==> config.mk <==
export PLATFORM = sky130hd
export DESIGN_NAME = regfile_sb
export DESIGN_NICKNAME = d
export VERILOG_FILES = /design/src/rtl/regfile_sb.sv
export SDC_FILE = /design/constraint.sdc
export NUM_CORES = 2
export LEC_CHECK = 0
export CAP_MARGIN = 10
export CORE_MARGIN = 2
export CORE_UTILIZATION = 56
export DETAILED_ROUTE_END_ITERATION = 6
export PLACE_DENSITY_LB_ADDON = 0.1
export SLEW_MARGIN = 10
export SYNTH_ARGS = -nofsm -noshare
export SYNTH_HDL_FRONTEND = slang
export SYNTH_SLANG_ARGS = --single-unit
==> constraint.sdc <==
create_clock -name clk -period 4.2 [get_ports clk]
set_input_delay 0.42 -clock clk [delete_from_list [all_inputs] [get_ports clk]]
set_output_delay 0.42 -clock clk [all_outputs]
set_load 0.03 [all_outputs]
==> src/rtl/regfile_sb.sv <==
// Multi-read, dual-write register file with write-through bypass and a
// per-register pending (scoreboard) bit plus a running count of pending registers.
module regfile_sb #(
  parameter int DATA_W = 32,
  parameter int ADDR_W = 5,
  parameter int NREAD  = 2
) (
  input  logic                      clk,
  input  logic                      reset,
  input  logic [NREAD*ADDR_W-1:0]   ra,
  output logic [NREAD*DATA_W-1:0]   rd,
  output logic [NREAD-1:0]          rbusy,
  input  logic                      we0,
  input  logic                      we1,
  input  logic [ADDR_W-1:0]         wa0,
  input  logic [ADDR_W-1:0]         wa1,
  input  logic [DATA_W-1:0]         wd0,
  input  logic [DATA_W-1:0]         wd1,
  input  logic [31:0]               wpc0,
  input  logic [31:0]               wpc1,
  input  logic                      iss_en,
  input  logic [ADDR_W-1:0]         iss_addr,
  output logic [ADDR_W:0]           pend_cnt
);

  localparam int DEPTH = 2 ** ADDR_W;

  logic [DATA_W-1:0] mem_reg [DEPTH] = '{default: '0};
  logic [DEPTH-1:0]  pend_reg = '0;
  logic [DEPTH-1:0]  pend_next;
  logic [ADDR_W:0]   cnt_reg = '0;
  logic [ADDR_W:0]   cnt_next;

  logic act0, act1, com0, iss_act;
  logic inc, dec0, dec1;

  // A port is "active" only when it will really commit; register 0 and reset excluded.
  assign act0    = we0 && (wa0 != '0) && !reset;
  assign act1    = we1 && (wa1 != '0) && !reset;
  assign com0    = act0 && !(act1 && (wa1 == wa0));
  assign iss_act = iss_en && (iss_addr != '0) && !reset;

  genvar gi;
  generate
    for (gi = 0; gi < DEPTH; gi++) begin : pend_g
      if (gi == 0) begin : zero_g
        assign pend_next[gi] = 1'b0;
      end else begin : live_g
        // Set beats clear when an issue and a write land on the same register.
        assign pend_next[gi] = (iss_act && (iss_addr == ADDR_W'(gi))) ||
                               (pend_reg[gi] &&
                                !(act0 && (wa0 == ADDR_W'(gi))) &&
                                !(act1 && (wa1 == ADDR_W'(gi))));
      end
    end
  endgenerate

  // Incremental count keeps pend_cnt equal to the popcount without an adder tree.
  always_comb begin
    inc  = iss_act && !pend_reg[iss_addr];
    dec0 = act0 && pend_reg[wa0] && !(iss_act && (iss_addr == wa0)) &&
           !(act1 && (wa1 == wa0));
    dec1 = act1 && pend_reg[wa1] && !(iss_act && (iss_addr == wa1));
    cnt_next = cnt_reg + {{ADDR_W{1'b0}}, inc}
                       - {{ADDR_W{1'b0}}, dec0}
                       - {{ADDR_W{1'b0}}, dec1};
  end

  always_ff @(posedge clk) begin
    if (reset) begin
      pend_reg <= '0;
      cnt_reg  <= '0;
      for (int i = 0; i < DEPTH; i++) begin
        mem_reg[i] <= '0;
      end
    end else begin
      pend_reg <= pend_next;
      cnt_reg  <= cnt_next;
      if (com0) mem_reg[wa0] <= wd0;
      if (act1) mem_reg[wa1] <= wd1;
`ifndef SYNTHESIS
      if (com0) $display("%0t@%h: $%0d <= %h", $time, wpc0, wa0, wd0);
      if (act1) $display("%0t@%h: $%0d <= %h", $time, wpc1, wa1, wd1);
`endif
    end
  end

  assign pend_cnt = cnt_reg;

  generate
    for (gi = 0; gi < NREAD; gi++) begin : rd_g
      logic [ADDR_W-1:0] addr;
      logic              hit0, hit1;
      assign addr = ra[gi*ADDR_W +: ADDR_W];
      assign hit0 = act0 && (wa0 == addr);
      assign hit1 = act1 && (wa1 == addr);
      assign rd[gi*DATA_W +: DATA_W] = (addr == '0) ? '0 :
                                       hit1 ? wd1 :
                                       hit0 ? wd0 : mem_reg[addr];
      assign rbusy[gi] = pend_reg[addr] && !hit0 && !hit1;
    end
  endgenerate

endmodule

# Yosys cells after proc, flatten, opt, wreduce, memory -nomap -nowiden
# Memories as Yosys holds them, arrays and structs flattened.
# Cells that the tools add are included.
# classes
addsub,3
eq_ne,100
n_reduce_logical,288
n_lt_le_gt_ge,5
muxes,30
# op_table
operator,n
2-to-1 mux 32 bit,8
equality test 5 bit (second input constant),48
logical AND 1 bit,179
equality test 5 x 4 -> 1 bit (second input constant),24
logical NOT 1 bit,71
OR reduction 32 bit,2
equality test 5 x 3 -> 1 bit (second input constant),12
equality test 5 bit,7
logical OR 1 bit,31
equality test 5 x 2 -> 1 bit (second input constant),6
< comparator 5 x 6 -> 1 bit (second input constant),5
binary-select mux 1 bit (select 5 bit),5
equality test 5 x 1 -> 1 bit (second input constant),3
2-to-1 mux 1 bit,15
nonzero test 5 bit,3
subtractor 6 x 1 -> 6 bit,2
logical NOT 5 bit,2
2-to-1 mux 5 bit,2
adder 6 x 1 -> 6 bit,1
# totals
output_inout_bits,72
ramBits,1024
n_memories,1
input_bits,158
elab_cells,430
register_bits,38
# mem_list
memory,words,word_bits,rd,rd_ports_with_merged_regs,wr,line,source
mem_reg,32,32,2,0,32,28,logic [DATA_W-1:0] mem_reg [DEPTH] = '{default: '0};

# Logic depth before layout (Yosys ltp)
# logic_depth
depth_word,11
depth_mapped,16
mapped_depth_nobuf,15

# Least setup slack after synthesis
# OpenSTA, ideal clock, no wires.
# synth_path
path_type,input to register
start,input port wa0[1]
end,"register cnt_reg[5], in the netlist pend_cnt[5]"
n_path_buf,2
arrival_time_ps,3873
cell_stages,15
setup_ps,128
t_required_ps,4072
path_slack_ps,200
path_cell_list,buf_1 > clkbuf_1 > mux4_2 > mux4_2 > mux2i_1 > nor2_1 > fa_1 > inv_1 > ha_1 > ha_1 > fa_1 > a21o_1 > a21oi_1 > xnor2_1 > nor2_1
# synth_via
elab_chain_cells,8
word_cells_on_any_way,16
cone_classes,2 x add/sub; 2 x eq/ne; 2 x mux; 10 x reduce/logical
# synth_rtl
element,line,source
from (decl),15,"input logic [ADDR_W-1:0] wa0,"
branches (longest 5 deep; another with binary-select mux 1 bit (select 5 bit)),-,
logical AND 1 bit *,61,dec0 = act0 && pend_reg[wa0] && !(iss_act && (iss_addr == wa0)) &&
subtractor 6 x 1 -> 6 bit *,65,"- {{ADDR_W{1'b0}}, dec0}"
subtractor 6 x 1 -> 6 bit *,66,"- {{ADDR_W{1'b0}}, dec1};"
to (signal assigned),78,cnt_reg <= cnt_next;
to (decl),31,logic [ADDR_W:0] cnt_reg = '0;
# Mark *: on every way between the ends. The select of a mux whose other input is x is not followed.
# A chain may end at the register's enable or synchronous reset.

# Final worst setup path
# layout_path
start,input port wa0[0]
end,output port rd[13]
# layout_via
elab_chain_cells,7
word_cells_on_any_way,8
cone_classes,1 x eq/ne; 3 x mux; 4 x reduce/logical
# layout_rtl
element,line,source
nonzero test 5 bit,38,assign act0 = we0 && (wa0 != '0) && !reset;
logical AND 1 bit (2 in series),38,
logical AND 1 bit *,95,assign hit0 = act0 && (wa0 == addr);
2-to-1 mux 32 bit *,99,hit0 ? wd0 : mem_reg[addr];
2-to-1 mux 32 bit *,98,hit1 ? wd1 :
2-to-1 mux 32 bit *,97,assign rd[gi*DATA_W +: DATA_W] = (addr == '0) ? '0 :
to (decl),11,"output logic [NREAD*DATA_W-1:0] rd,"
# Mark *: on every way between the ends. The rest lies on a longest branch, timed or not.

==> results.toml <==
[synth]
synthesis.area_um2 = 63400
async_flop_share = 0
synth_cells = 4647
synth_edf_count = 1024
netlist.area_leader.share = 0.485
ys_ff_latch = 1061
ys_types = 60
ys.flop_type = "edfxtp_1"
syn_area_per_cell_um2 = 13.7
yosysMostFrequentCell = "edfxtp_1"
seq_area_frac_synth = 0.496
yosys-top-cells-area = "edfxtp_1 48%, mux4_2 16%, a22o_1 14%, mux2i_1 3.7%, clkbuf_1 2.5%"
synthTopCellsByCount = "1024 x edfxtp_1, 993 x a22o_1, 456 x mux4_2"
synth_top_area_cell = "edfxtp_1"
synth_warnings = 0

[floorplan]
die_x_um = 341
start_util = 0.564
ios = 230
num_rows = 123
core_area_um2 = 112000
die_area_um2 = 116000
die_h_um = 341

[cts]
cts_buffer_depth = 3
cts_setup_buffers = 0
cts_made_buffers = 114
cts_tree = "built"
cts-hold-fix-buffers = 0
cts.sinks = 1061
clkLatencyLatePin_ns = 0.73
h-tree-depth = 3
cts_resized = 0
cts-root-buf = "clkbuf_16"
clk_pin_slew_ns = 0.05

[place]
numPortBuffers = 165
dp_hpwl_mm = 159
pre_cts_slack_ns = -0.289
gp_congestion = 0.986

[global_route]
grt_pass1_vias = 49450
grt_overflow = 0
grt_max_degree = 73
grt_pass1_wl_mm = 368
antenna_found_initial = 9
grt_use_total = 0.452

[worst_setup_path]
crit_path_max_fanout = 21
startpoint_type = "input port"
setup.worst_path.start = "wa0[0]"
crit-reg2reg-launch = "pend_reg[12]$_SDFF_PP0_"
endpoint_kind = "primary output"
reg2reg_setup_slack_ns = 0.41
cp.arrival_ns = 3.72
reg2reg_depth = 13
cp-endpoint = "rd[13]"
critPathKind = "input port to primary output"
r2r-end = "pend_cnt[5]$_SDFF_PP0_"
critPathRequiredTime_ns = 3.78

[power_and_ir_drop]
vdd_ir_drop_max_mv = 0.333
leakagePower_nw = 25.1
power_mw = 27.1
power_density_nw_per_um2 = 375

[drt]
first_iter_violations = 8885
drtPass1Iterations = 6
top_layer_used = "met5"
wl_met1_mm = 87.1
antenna_left = 0
met3_length_mm = 46.1
drc = 0
routed_via_density = 8.08
dr_total_vias = 50449
drt-total-wl_mm = 265
wl_met2_mm = 111
wl_per_cell_um = 42.4

[cells_and_area]
fin_nets = 4811
area_growth_pct = 13.9
final_layout_size_suffix_gt1_frac = 0.276
fin_util = 0.642
largest_register_ffs = 1024

[sta]
finalCriticalPeriod_ns = 4.14
worst-slew-pin-transition_ns = 1.33
drv_slew = 0
fin_crit_sh = 0.987
finalSetupTns_ns = 0
hold_viol = 0
rsz0062_at_grt = "false"
fin_ws_ns = 0.0565
finalSetupViolations = 0
relSlewSlack = 0.108
max_freq_mhz = 241
fin_skew_ns = 0.0183

[hold_path]
worstHoldPathType = "input port to register"

[status]
status = "complete, no violations"

[flow_run]
drv_cap = 0
[where the power goes]
group	total (mW)	internal (mW)	switching, mW
logic	4.79	1.96	2.83
clock network	9.78	5.46	4.32
registers	12.5	12.2	0.307
total	27.1	19.7	7.45
[cell type report]
type                    count  area [um^2]
diodes                      8         20.0
clock buffers             152         3110
clock inverters            53          390
fillers                  8192        40200
inverters                  11         41.3
multi-input cells        2886        29500
flip-flops and latches   1061        31500
well taps                1500         1880
repair buffers            571         5840
[through the flow]
step | instances | hold WS (ns) | area, um^2
2_1_floorplan | 4678 | 0.493 | 63600
3_3_place_gp | 6029 | 0.588 | 68700
3_5_place_dp | 6029 | 0.587 | 68700
4_1_cts | 6234 | 0.274 | 72200
5_1_grt | 6236 | 0.290 | 72300
6_report | 6242 | 0.285 | 72300
[worst min-delay path by stage]
| stage | from | endpoint | slack [ns] | depth (start not counted) |
|---|---|---|---|---|
| detailed placement | pend_reg[4]$_SDFF_PP0_ | pend_reg[4]$_SDFF_PP0_ | 0.59 | 2 |
| global route | reset | mem_reg[0][31]$_DFFE_PP_ | 0.29 | 2 |
| CTS | reset | mem_reg[0][31]$_DFFE_PP_ | 0.27 | 2 |
| floorplan | pend_reg[9]$_SDFF_PP0_ | pend_reg[9]$_SDFF_PP0_ | 0.49 | 2 |
| finish | reset | mem_reg[0][31]$_DFFE_PP_ | 0.29 | 2 |
| global placement | pend_reg[9]$_SDFF_PP0_ | pend_reg[9]$_SDFF_PP0_ | 0.59 | 2 |
[logic make-up after synthesis]
kind of cell / synth area share
adders and majority gates: 0.00181
AOI/OAI and AO/OA: 0.185
and+or+nand+nor: 0.0448
muxes: 0.218
buffers and inverters: 0.0489
xor gates and xnor gates: 0.00497
other: 0.0000591
DFF: 0.496
[critical path: stages]
cell and delay, ns:
clkdlybuf4s50_1 0.45, buf_12 0.16, buf_4 0.19, nor4_1 0.34
or3_1 0.20, a211oi_4 0.11, buf_4 0.21, nor3_2 0.39
buf_12 0.24, nand2_1 0.08, a31oi_1 0.70, buf_12 0.20
[layout by cell type (no fill, tap or decap), types with 6 or more instances in the layout]
master / n
edfxtp_1: 1024
a22o_1: 993
mux4_2: 456
buf_4: 372
mux2i_1: 237
nand2_1: 129
clkbuf_16: 118
a21oi_1: 106
mux2_2: 106
a22oi_1: 105
buf_12: 103
clkdlybuf4s50_1: 89
a211oi_1: 83
nor2b_1: 77
nor2_1: 71
nor2_4: 59
o22ai_1: 59
nand3_1: 51
dfxtp_1: 37
conb_1: 32
nor3_1: 31
o211ai_1: 31
or3_2: 31
clkbuf_1: 30
nand4_1: 29
o21ai_0: 28
clkinv_1: 26
xor2_1: 21
or3_1: 19
a31oi_1: 18
and3_1: 17
xnor2_1: 15
clkinv_2: 15
inv_1: 11
diode_2: 8
a32oi_1: 8
nor4_1: 6
o221ai_1: 6
ha_1: 6
buf_8: 6
[layer usage]
metal,vias to the layer above,GRT usage
met5,-,0.00163
met4,6,0.297
met3,1221,0.180
met2,5138,0.640
met1,24897,0.576
li1,19187,-
Note: power is estimated with default switching activity, not from simulation.
